===== config.mk =====
export PLATFORM = sky130hd
export DESIGN_NAME = rec2_flat
export DESIGN_NICKNAME = d
export VERILOG_FILES = /design/src/rtl/rec2_if.sv /design/src/rtl/rec2.sv /design/src/flat_wrapper.sv
export SDC_FILE = /design/constraint.sdc
export NUM_CORES = 1
export LEC_CHECK = 0
export CORE_AREA = 2 2 61 63
export CTS_BUF_LIST = sky130_fd_sc_hd__clkbuf_16
export CTS_CLUSTER_DIAMETER = 150
export DETAILED_ROUTE_END_ITERATION = 16
export DIE_AREA = 0 0 63 65
export SYNTH_ARGS = -nofsm -noshare
export SYNTH_HDL_FRONTEND = slang
export SYNTH_SLANG_ARGS = --single-unit

===== constraint.sdc =====
create_clock -name clock -period 2.4 [get_ports clock]
set_input_delay 0.6 -clock clock [delete_from_list [all_inputs] [get_ports clock]]
set_output_delay 0.6 -clock clock [all_outputs]
set_load 0.005 [all_outputs]

===== src/rtl/rec2_if.sv =====
// Request/status bundle between the MAC receive logic and the receive error counter.
// The master drives the three requests; the slave (rec2) returns the count and fault flags.
interface rec2_if;
  logic       increc;
  logic       incegrec;
  logic       decrec;
  logic       rec_lt96;
  logic       rec_ge96;
  logic       rec_ge128;
  logic [7:0] reccount;

  modport master (
    output increc,
    output incegrec,
    output decrec,
    input  rec_lt96,
    input  rec_ge96,
    input  rec_ge128,
    input  reccount
  );

  modport slave (
    input  increc,
    input  incegrec,
    input  decrec,
    output rec_lt96,
    output rec_ge96,
    output rec_ge128,
    output reccount
  );
endinterface


===== src/rtl/rec2.sv =====
// Receive error counter with edge-latched requests and fault-state threshold flags.
// Define REC_FLAG_REG_EN to register the flags from the next count instead of decoding the count register.
module rec2 (
  input logic   clock,
  input logic   reset,
  rec2_if.slave bus
);

  localparam int unsigned N_GE = 2;
  localparam logic [7:0] GE_THR [N_GE] = '{8'd96, 8'd128};

  logic [7:0]      cnt_reg;
  logic [7:0]      cnt_next;
  logic            edge_reg;
  logic            action;
  logic            update;
  logic [8:0]      sum8;
  logic [8:0]      sum1;
  logic [N_GE-1:0] ge_flag;

  assign action = bus.increc | bus.incegrec | bus.decrec;
  // Only the first cycle of an action counts; the latch holds until all requests drop.
  assign update = action & ~edge_reg;

  assign sum8 = {1'b0, cnt_reg} + 9'd8;
  assign sum1 = {1'b0, cnt_reg} + 9'd1;

  always_comb begin
    cnt_next = cnt_reg;
    if (update) begin
      if (bus.incegrec) begin
        cnt_next = sum8[8] ? 8'hFF : sum8[7:0];
      end else if (bus.increc) begin
        cnt_next = sum1[8] ? 8'hFF : sum1[7:0];
      end else if (bus.decrec) begin
        // Leaving error passive drops straight back to 120.
        if (cnt_reg[7]) begin
          cnt_next = 8'd120;
        end else if (cnt_reg != 8'd0) begin
          cnt_next = cnt_reg - 8'd1;
        end
      end
    end
  end

  always_ff @(posedge clock) begin
    if (reset) begin
      cnt_reg  <= 8'd0;
      edge_reg <= 1'b0;
    end else begin
      cnt_reg  <= cnt_next;
      edge_reg <= action;
    end
  end

  genvar gi;
`ifdef REC_FLAG_REG_EN
  generate
    for (gi = 0; gi < N_GE; gi++) begin : g_flag
      logic flag_reg;
      always_ff @(posedge clock) begin
        if (reset) begin
          flag_reg <= 1'b0;
        end else begin
          flag_reg <= (cnt_next >= GE_THR[gi]);
        end
      end
      assign ge_flag[gi] = flag_reg;
    end
  endgenerate
`else
  generate
    for (gi = 0; gi < N_GE; gi++) begin : g_flag
      assign ge_flag[gi] = (cnt_reg >= GE_THR[gi]);
    end
  endgenerate
`endif

  assign bus.rec_lt96  = ~ge_flag[0];
  assign bus.rec_ge96  = ge_flag[0];
  assign bus.rec_ge128 = ge_flag[1];
  assign bus.reccount  = cnt_reg;

endmodule

===== src/flat_wrapper.sv =====
// flat-port wrapper written by rule: the top's interface ports become plain ports
module rec2_flat 
  (clock, reset, bus_increc, bus_incegrec, bus_decrec, bus_rec_lt96, bus_rec_ge96, bus_rec_ge128, bus_reccount);
  rec2_if bus_i ();
  input logic clock;
  input logic reset;
  input wire logic [$bits(bus_i.increc)-1:0] bus_increc;
  input wire logic [$bits(bus_i.incegrec)-1:0] bus_incegrec;
  input wire logic [$bits(bus_i.decrec)-1:0] bus_decrec;
  output wire logic [$bits(bus_i.rec_lt96)-1:0] bus_rec_lt96;
  output wire logic [$bits(bus_i.rec_ge96)-1:0] bus_rec_ge96;
  output wire logic [$bits(bus_i.rec_ge128)-1:0] bus_rec_ge128;
  output wire logic [$bits(bus_i.reccount)-1:0] bus_reccount;
  assign bus_i.increc = bus_increc;
  assign bus_i.incegrec = bus_incegrec;
  assign bus_i.decrec = bus_decrec;
  assign bus_rec_lt96 = bus_i.rec_lt96;
  assign bus_rec_ge96 = bus_i.rec_ge96;
  assign bus_rec_ge128 = bus_i.rec_ge128;
  assign bus_reccount = bus_i.reccount;
  rec2 u_core (.clock(clock), .reset(reset), .bus(bus_i));
endmodule

==> results of run 1 <==
how the worst min path moves through the flow:
stage / startpoint / to / cells past startpoint
after floorplan: u_core.bus.reccount[1] / u_core.bus.reccount[1] / 2
after global placement: u_core.bus.reccount[1] / u_core.bus.reccount[1] / 2
final: u_core.bus.reccount[1] / u_core.bus.reccount[1] / 2
after detailed placement: u_core.bus.reccount[1] / u_core.bus.reccount[1] / 2
after CTS: u_core.bus.reccount[1] / u_core.bus.reccount[1] / 2
after global routing: u_core.bus.reccount[1] / u_core.bus.reccount[1] / 2
kinds of logic after synthesis:
logic type                 count (synthesis)  synth area share [%]
xor gates and xnor gates                   7                 6.250
AOI/OAI and AO/OA                         43                 30.23
DFF                                        9                 18.37
and+or+nand+nor                           53                 30.23
buffers and inverters                     19                 8.546
adders and majority gates                  5                 6.378
cells in the final DEF, fill, tap and decap left out, types with 2 or more instances in the layout:
cell type	instances
o21ai_1	4
dfxtp_1	9
o21ai_0	3
o31ai_1	2
xor2_1	2
nor4b_1	2
a21oi_1	12
nor4_1	3
nand2_1	8
nand3b_1	2
a211o_1	2
clkbuf_16	3
o32ai_1	2
inv_1	9
nand3_1	2
nor2_1	11
a211oi_1	2
a31oi_1	4
nor3_1	10
xnor2_1	5
nand4_1	3
clkdlybuf4s50_1	15
ha_1	5
and3_1	2
buf_4	8
cell usage after synthesis (2+ instances only):
| master | instances | area [µm²] |
|---|---|---|
| o21ai_0 | 3 | 15.01 |
| clkbuf_1 | 6 | 22.52 |
| o21ai_1 | 4 | 20.02 |
| ha_1 | 5 | 62.56 |
| nand3_1 | 2 | 10.01 |
| a211oi_1 | 2 | 15.01 |
| nor4_1 | 3 | 18.77 |
| xor2_1 | 2 | 17.52 |
| nor3_1 | 10 | 50.05 |
| inv_1 | 8 | 30.03 |
| xnor2_1 | 5 | 43.79 |
| o32ai_1 | 2 | 17.52 |
| nor2_1 | 11 | 41.29 |
| dfxtp_1 | 9 | 180.2 |
| nor4b_1 | 2 | 17.52 |
| a211o_1 | 2 | 17.52 |
| a21oi_1 | 12 | 60.06 |
| nand4_1 | 3 | 18.77 |
| nand3b_1 | 2 | 15.01 |
| nand2_1 | 8 | 30.03 |
| buf_2 | 4 | 20.02 |
| o31ai_1 | 2 | 15.01 |
| a31oi_1 | 4 | 25.02 |
| and3_1 | 2 | 12.51 |
area by class of cell:
type,instances,area share (%)
Clock buffer,3,5.792
Clock inverter,1,0.2896
Multi-Input combinational cell,108,55.31
Sequential cell,9,13.90
Inverter,8,2.317
Tap cell,48,4.633
Timing Repair Buffer,24,17.76
metrics by stage:
step / cell area [µm²] / power, mW
final: 1296 / 0.7916
after global routing: 1296 / 0.8372
after CTS: 1296 / 0.7928
after global placement: 1217 / 0.4834
after floorplan: 980.9 / 0.3891
after detailed placement: 1217 / 0.4876
report_power, final:
group,leakage [nW],switching [mW],internal (mW),total [mW]
Combinational,0.361,0.152,0.141,0.293
Sequential,0.0742,0.0335,0.165,0.198
Clock,0.0423,0.0816,0.219,0.300
Total,0.478,0.267,0.524,0.792
routing by layer:
| metal | global-route usage (%) | wire, µm |
|---|---|---|
| met2 | 25.40 | 1404 |
| met5 | 0 | 0 |
| met4 | 7.222 | 55 |
| met1 | 20.34 | 1309 |
| met3 | 2.951 | 218 |
==> results.py, run 1 <==
metrics = {
    "finish": {
        "finish.utilization_pct": 37.08,
        "multi_input_area_um2": 716.9,
        "area_growth_pct": 32.14,
        "drive_above_1_share_pct": 11.11,
        "final_cell_count_no_fill": 201,
        "largest_reg_flops": 8,
        "seq_area_um2": 180.2,
        "fill_cells": 373,
        "fin_nets": 164,
        "n_antenna_cell": 0,
    },
    "clock_network": {
        "clock_sinks": 9,
        "insertion_delay_ns": 0.24,
        "htreeDepth": 1,
        "clkSlewWorstSetupHoldPaths_ns": 0.04,
        "hold_buffers": 0,
        "cts_tree": "built",
        "cts_resized": 0,
        "postCtsSetupBuffers": 0,
        "cts_root_buffer": "clkbuf_16",
        "clockBufferDepth": 2,
        "numCtsBuffers": 3,
    },
    "worst_setup_path": {
        "critPathLaunch": "u_core.bus.reccount[2]",
        "worstPathArrival_ns": 1.48,
        "crit_path_end_kind": "output pin",
        "reg2reg_slack_ns": 0.39,
        "start_kind": "register",
        "crit_path_end": "bus_reccount[2]",
        "reg2regPathDepth": 7,
        "path_delay_family": "flip-flops",
        "path_depth": 1,
        "timing.rr.end": "u_core.bus.reccount[2]",
        "crit_fanout": 15,
        "slowest_delay_ns": 0.64,
        "path_cells": "clkdlybuf4s50_1",
        "required_ns": 1.80,
        "r2r_start": "u_core.bus.reccount[0]",
        "cp_slowest_cell": "dfxtp_1",
        "critPathKind": "reg2out",
        "cp.buffers_inverters": 1,
    },
    "synthesis": {
        "yosys_warnings": 0,
        "yosysUniqueCellTypes": 47,
        "syn_area_um2": 980.9,
        "synth_edf_count": 0,
        "ys_seq_area_share_pct": 18.37,
        "syn_area_per_cell_um2": 7.213,
        "syn_inst": 136,
        "syn_nets": 146,
        "ys_ff_latch": 9,
        "async_flop_share_pct": 0,
        "ys.flop_type": "dfxtp_1",
    },
    "timing": {
        "hold_viol": 0,
        "postLayoutSetupSlackWorst_ns": 0.3183,
        "fmax_mhz": 480.4,
        "holdWs_ns": 0.6168,
        "rsz0062_at_grt": "false",
        "worst_pin_slew_ns": 0.5187,
        "slew_headroom_pct": 65.37,
        "period_needed_ns": 2.082,
        "finClkSkew_ns": 0.002678,
        "fin_tns_setup_ns": 0,
        "post-route-period-util_pct": 86.74,
        "slew_violations": 0,
        "setup_viol": 0,
    },
    "grt": {
        "grtUsageTotal_pct": 15.76,
        "grt_max_degree": 20,
        "grt_antenna_before_repair": 0,
        "grt_pass1_wl_um": 5161,
        "grt_pass1_vias": 1098,
        "grt_overflow_total": 0,
    },
    "placement": {
        "dp.cells": 197,
        "place_congestion": 0.8931,
        "portBuffers": 15,
        "place_ws_ns": 0.1436,
        "hpwlAfterDp_um": 2228,
    },
    "floorplanning": {
        "die_area_um2": 4095,
        "core_area_um2": 3496,
        "die_w_um": 63,
        "num_rows": 22,
        "start_util_pct": 28.06,
        "pin_count": 16,
        "die_h_um": 65,
    },
    "routing": {
        "firstDrtPassIters": 5,
        "num_vias": 1142,
        "wl_um": 2988,
        "drtIter0Drc": 62,
        "post-route-drc-count": 0,
        "postRouteAntennaNets": 0,
        "vias_per_cell": 5.682,
        "wl_per_cell_um": 14.87,
    },
    "outcome": {
        "status": "completed",
    },
    "pwr": {
        "ir_worst_vdd_uv": 260.5,
        "p_per_area_nw_per_um2": 610.7,
        "p_leak_nw": 0.4778,
    },
    "job": {
        "maxCapViolations": 0,
    },
    "worst_hold_path": {
        "hold_class": "reg2reg",
    },
}
No activity file was read; power rests on OpenSTA's default activity.
==> run 2: changes to the inputs <==
- CORE_AREA: 2 2 61 63 -> 2 2 47 49
- DIE_AREA: 0 0 63 65 -> 0 0 49 51
- PLACE_DENSITY: not set -> 0.75
==> run 2 against run 1 <==
  * Sequential share of layout area up 0.50 points
  * Clock-buffer cell count unchanged
  * Clock skew decreased by 0.0024 ns
  * Core utilization up 24 points
  * Via count grew 1.1%
  * Die area down 39%
  * Power barely moved
  * Maximum frequency fell by 8.5%
  * Non-clock buffer count decreased by 1
  * Register-to-register slack about the same
  * Hold slack lost 0.012 ns
  * Sequential power barely moved
==> results.py, run 2 (synthesized netlist as in run 1, its figures left out) <==
metrics = {
    "worst_setup_path": {
        "required_ns": 1.80,
        "path_cells": "nand2_1 -> nand2_1 -> clkdlybuf4s50_1",
        "slowest_delay_ns": 0.63,
        "crit_fanout": 12,
        "start_kind": "register",
        "critPathKind": "reg2out",
        "cp_slowest_cell": "dfxtp_1",
        "worstPathArrival_ns": 1.68,
        "crit_path_end_kind": "output pin",
        "crit_top_cell": "nand2_1",
        "reg2reg_slack_ns": 0.40,
    },
    "pwr": {
        "ir_worst_vdd_uv": 496.7,
        "p_leak_nw": 0.4674,
        "total_power_mw": 0.7909,
        "p_per_area_nw_per_um2": 632.1,
    },
    "finish": {
        "largest_reg_flops": 8,
        "n_antenna_cell": 0,
        "drive_above_1_share_pct": 10.53,
        "final_cell_mix": "15 x clkdlybuf4s50_1, 12 x a21oi_1, 11 x nor2_1",
        "fill_cells": 202,
        "fin_area_um2": 1251,
        "area_growth_pct": 27.55,
        "final_common_cell": "clkdlybuf4s50_1",
        "final_cell_count_no_fill": 180,
        "fin_nets": 163,
        "finish.utilization_pct": 60.64,
    },
    "timing": {
        "postLayoutSetupSlackWorst_ns": 0.1243,
        "fmax_mhz": 439.4,
        "finClkSkew_ns": 0.0002666,
        "hold_viol": 0,
        "slew_violations": 0,
        "worst_pin_slew_ns": 0.5805,
        "setup_viol": 0,
        "post-route-period-util_pct": 94.82,
        "holdWs_ns": 0.6052,
        "rsz0062_at_grt": "false",
        "period_needed_ns": 2.276,
        "slew_headroom_pct": 60.30,
        "fin_tns_setup_ns": 0,
    },
    "routing": {
        "firstDrtPassIters": 4,
        "vias_per_cell": 6.411,
        "num_vias": 1154,
        "drtIter0Drc": 46,
        "wl_um": 2817,
        "postRouteAntennaNets": 0,
        "post-route-drc-count": 0,
        "wl_per_cell_um": 15.65,
    },
    "clock_network": {
        "cts_tree": "built",
        "cts_resized": 0,
        "htreeDepth": 1,
        "clkSlewWorstSetupHoldPaths_ns": 0.04,
        "clock_sinks": 9,
        "cts_root_buffer": "clkbuf_16",
        "postCtsSetupBuffers": 0,
        "clockBufferDepth": 2,
        "hold_buffers": 0,
        "numCtsBuffers": 3,
        "insertion_delay_ns": 0.24,
    },
    "grt": {
        "grt_overflow_total": 0,
        "grt_pass1_vias": 1056,
        "grt_max_degree": 17,
        "grt_pass1_wl_um": 4602,
        "grt_antenna_before_repair": 0,
        "grtUsageTotal_pct": 23.58,
    },
    "floorplanning": {
        "pin_count": 16,
        "core_area_um2": 2063,
        "die_w_um": 49,
        "start_util_pct": 47.54,
        "die_area_um2": 2499,
        "num_rows": 17,
        "die_h_um": 51,
    },
    "placement": {
        "placed_area_um2": 1172,
        "dp.cells": 176,
        "hpwlAfterDp_um": 2001,
        "place_congestion": 0.8969,
        "place_ws_ns": 0.1512,
        "portBuffers": 15,
    },
    "worst_hold_path": {
        "hold_class": "reg2reg",
    },
    "job": {
        "maxCapViolations": 0,
    },
    "outcome": {
        "status": "completed",
    },
}
-- run 2: changes by cell type in the layout (fill, tap and decap cells not counted) --
cell / change
buf_12: -1
-- run 2: power breakdown --
group	switching [mW]	leakage (nW)	internal, mW
sequential	0.0368	0.0742	0.164
clock	0.0902	0.0423	0.219
combinational	0.144	0.351	0.136
-- run 2: path summary, 6_finish.rpt --
path / startpoint / to / depth (start not counted)
setup / recovery: u_core.bus.reccount[5] / bus_rec_ge96 / 3
hold / removal: u_core.bus.reccount[1] / u_core.bus.reccount[1] / 2
setup reg to reg: u_core.bus.reccount[0] / u_core.bus.reccount[2] / 7
hold reg to reg: u_core.bus.reccount[1] / u_core.bus.reccount[1] / 2
-- run 2: metal layers --
layer / up-vias / wire length [µm] / track usage, %
met5: - / 0 / 0
li1: 547 / - / -
met4: 0 / 94 / 11.43
met3: 12 / 185 / 2.632
met1: 541 / 1217 / 28.85
met2: 54 / 1320 / 41.32
-- run 2: final cells by class --
type	count	area [µm²]	area share [%]
inverters	8	30.03	2.400
flip-flops and latches	9	180.2	14.40
clock buffers	3	75.07	6.000
clock inverters	1	3.754	0.3000
multi-input cells	108	716.9	57.30
repair buffers	23	210.2	16.80
well taps	28	35.03	2.800
-- run 2: worst max-delay path, delay by kind of cell (launching register included) --
family,cells,cell delay (ns)
and+or+nand+nor,2,0.30
DFF,1,0.63
buffers and inverters,1,0.50
==> run 3: changes to the inputs <==
- CORE_AREA: 2 2 47 49 -> 2 2 45 47
- DIE_AREA: 0 0 49 51 -> 0 0 47 49
- PLACE_DENSITY: 0.75 -> 0.81
- clock period: 2.4 -> 2.7 ns (I/O delays scaled with it)
==> run 3 against run 2 <==
  * Combinational power decreased by 8.6%
  * First-iteration DRC count increased by 46%
  * Non-clock buffer count decreased by 2
  * Sequential share of layout area increased by 0.19 points
  * Clock power decreased by 15%
  * Clock-buffer cell count unchanged
  * Critical path depth increased by 3
  * Die area decreased by 7.8%
  * Hold slack about the same
  * Register-to-register slack improved by 0.27 ns
  * Critical path type is now in2reg
  * Critical endpoint is now u_core.bus.reccount[2]
  * Largest cell class unchanged
==> results.py, run 3 (synthesized netlist as in run 1, its figures left out) <==
metrics = {
    "timing": {
        "postLayoutSetupSlackWorst_ns": 0.4454,
        "slew_violations": 0,
        "finClkSkew_ns": 0.001774,
        "rsz0062_at_grt": "false",
        "fin_tns_setup_ns": 0,
        "post-route-period-util_pct": 83.50,
        "setup_viol": 0,
        "period_needed_ns": 2.255,
        "hold_viol": 0,
        "fmax_mhz": 443.5,
        "holdWs_ns": 0.6048,
        "worst_pin_slew_ns": 0.5255,
        "slew_headroom_pct": 64.92,
    },
    "routing": {
        "num_vias": 1180,
        "post-route-drc-count": 0,
        "postRouteAntennaNets": 0,
        "wl_um": 2936,
        "vias_per_cell": 6.667,
        "firstDrtPassIters": 4,
        "drtIter0Drc": 67,
        "wl_per_cell_um": 16.59,
    },
    "floorplanning": {
        "die_area_um2": 2303,
        "start_util_pct": 53.26,
        "die_w_um": 47,
        "num_rows": 16,
        "die_h_um": 49,
        "core_area_um2": 1842,
        "pin_count": 16,
    },
    "worst_hold_path": {
        "hold_path.startpoint": "u_core.bus.reccount[1]",
        "hold_class": "reg2reg",
    },
    "worst_setup_path": {
        "critPathKind": "in2reg",
        "required_ns": 2.86,
        "start_kind": "input pin",
        "r2r_start": "u_core.bus.reccount[0]",
        "reg2reg_slack_ns": 0.67,
        "timing.rr.end": "u_core.bus.reccount[2]",
        "worstPathArrival_ns": 2.42,
        "crit_path_end_kind": "register",
        "crit_path_end": "u_core.bus.reccount[2]",
        "reg2regPathDepth": 7,
        "critPathLaunch": "bus_incegrec",
        "crit_fanout": 8,
    },
    "pwr": {
        "p_leak_nw": 0.4582,
        "p_per_area_nw_per_um2": 563.3,
        "power_switching_mw": 0.2353,
        "ir_worst_vdd_uv": 405.4,
        "total_power_mw": 0.6956,
        "p_clk_share_pct": 38.0,
        "seq_power_share_pct": 25.1,
        "p_sw_share_pct": 33.83,
        "p_comb_share_pct": 36.9,
        "internal_power_mw": 0.4603,
    },
    "placement": {
        "portBuffers": 15,
        "place_congestion": 0.8801,
        "place_ws_ns": 0.2604,
        "hpwlAfterDp_um": 2032,
        "placed_area_um2": 1156,
        "dp.cells": 173,
    },
    "clock_network": {
        "numCtsBuffers": 3,
        "clkSlewWorstSetupHoldPaths_ns": 0.04,
        "cts_tree": "built",
        "cts_resized": 0,
        "cts_root_buffer": "clkbuf_16",
        "clock_sinks": 9,
        "hold_buffers": 0,
        "clockBufferDepth": 2,
        "insertion_delay_ns": 0.24,
        "htreeDepth": 1,
        "postCtsSetupBuffers": 0,
    },
    "finish": {
        "seq_area_um2": 180.2,
        "fin_area_um2": 1235,
        "drive_above_1_share_pct": 9.333,
        "area_growth_pct": 25.89,
        "final_cell_mix": "15 x clkdlybuf4s50_1, 12 x a21oi_1, 11 x nor2_1",
        "final_cell_count_no_fill": 177,
        "finish.utilization_pct": 67.05,
        "fin_nets": 161,
        "n_antenna_cell": 0,
        "largest_reg_flops": 8,
        "fill_cells": 153,
        "multi_input_area_um2": 716.9,
        "final_common_cell": "clkdlybuf4s50_1",
    },
    "job": {
        "maxCapViolations": 0,
    },
    "grt": {
        "grt_max_degree": 17,
        "grt_pass1_wl_um": 4892,
        "grt_overflow_total": 0,
        "grt_antenna_before_repair": 0,
        "grtUsageTotal_pct": 28.80,
        "grt_pass1_vias": 1092,
    },
    "outcome": {
        "status": "completed",
    },
}
## run 3: cell count changes in the layout (fill, tap and decap cells not counted)
cell	previous run	this run
buf_4	8	6
## run 3: power groups by stage
stage | sequential (mW) | clock, mW | combinational [mW]
2_1_floorplan | 0.163 | 0 | 0.182
3_3_place_gp | 0.175 | 0 | 0.244
3_5_place_dp | 0.175 | 0 | 0.250
4_1_cts | 0.174 | 0.264 | 0.254
5_1_grt | 0.177 | 0.274 | 0.282
6_report | 0.175 | 0.264 | 0.256
## run 3: layout make-up
class	count	share of cell area (%)
repair buffers	21	15.81
inverters	8	2.432
multi-input cells	108	58.05
flip-flops and latches	9	14.59
well taps	27	2.736
clock inverters	1	0.3040
clock buffers	3	6.079
## run 3: per-layer routing
metal	track usage [%]	up-vias	share of wire [%]
met2	44.06	66	45
met3	5.556	19	8.5
met1	37.30	548	41
met4	14.35	0	5.2
li1	-	547	-
met5	0	-	0
## run 3: how the worst min path moves through the flow
| stage | to | slack (ns) | cells past startpoint |
|---|---|---|---|
| 2_1_floorplan | u_core.bus.reccount[1] | 0.55 | 2 |
| 3_3_place_gp | u_core.bus.reccount[1] | 0.59 | 2 |
| 3_5_place_dp | u_core.bus.reccount[1] | 0.59 | 2 |
| 4_1_cts | u_core.bus.reccount[1] | 0.60 | 2 |
| 5_1_grt | u_core.bus.reccount[1] | 0.62 | 2 |
| 6_report | u_core.bus.reccount[1] | 0.60 | 2 |
## run 3: worst max-delay path, cell delays in order
cell,delay [ns]
clkdlybuf4s50_1,0.64
nor3_1,0.14
nor2_1,0.30
o21ai_2,0.19
a311o_1,0.36
a21oi_1,0.11
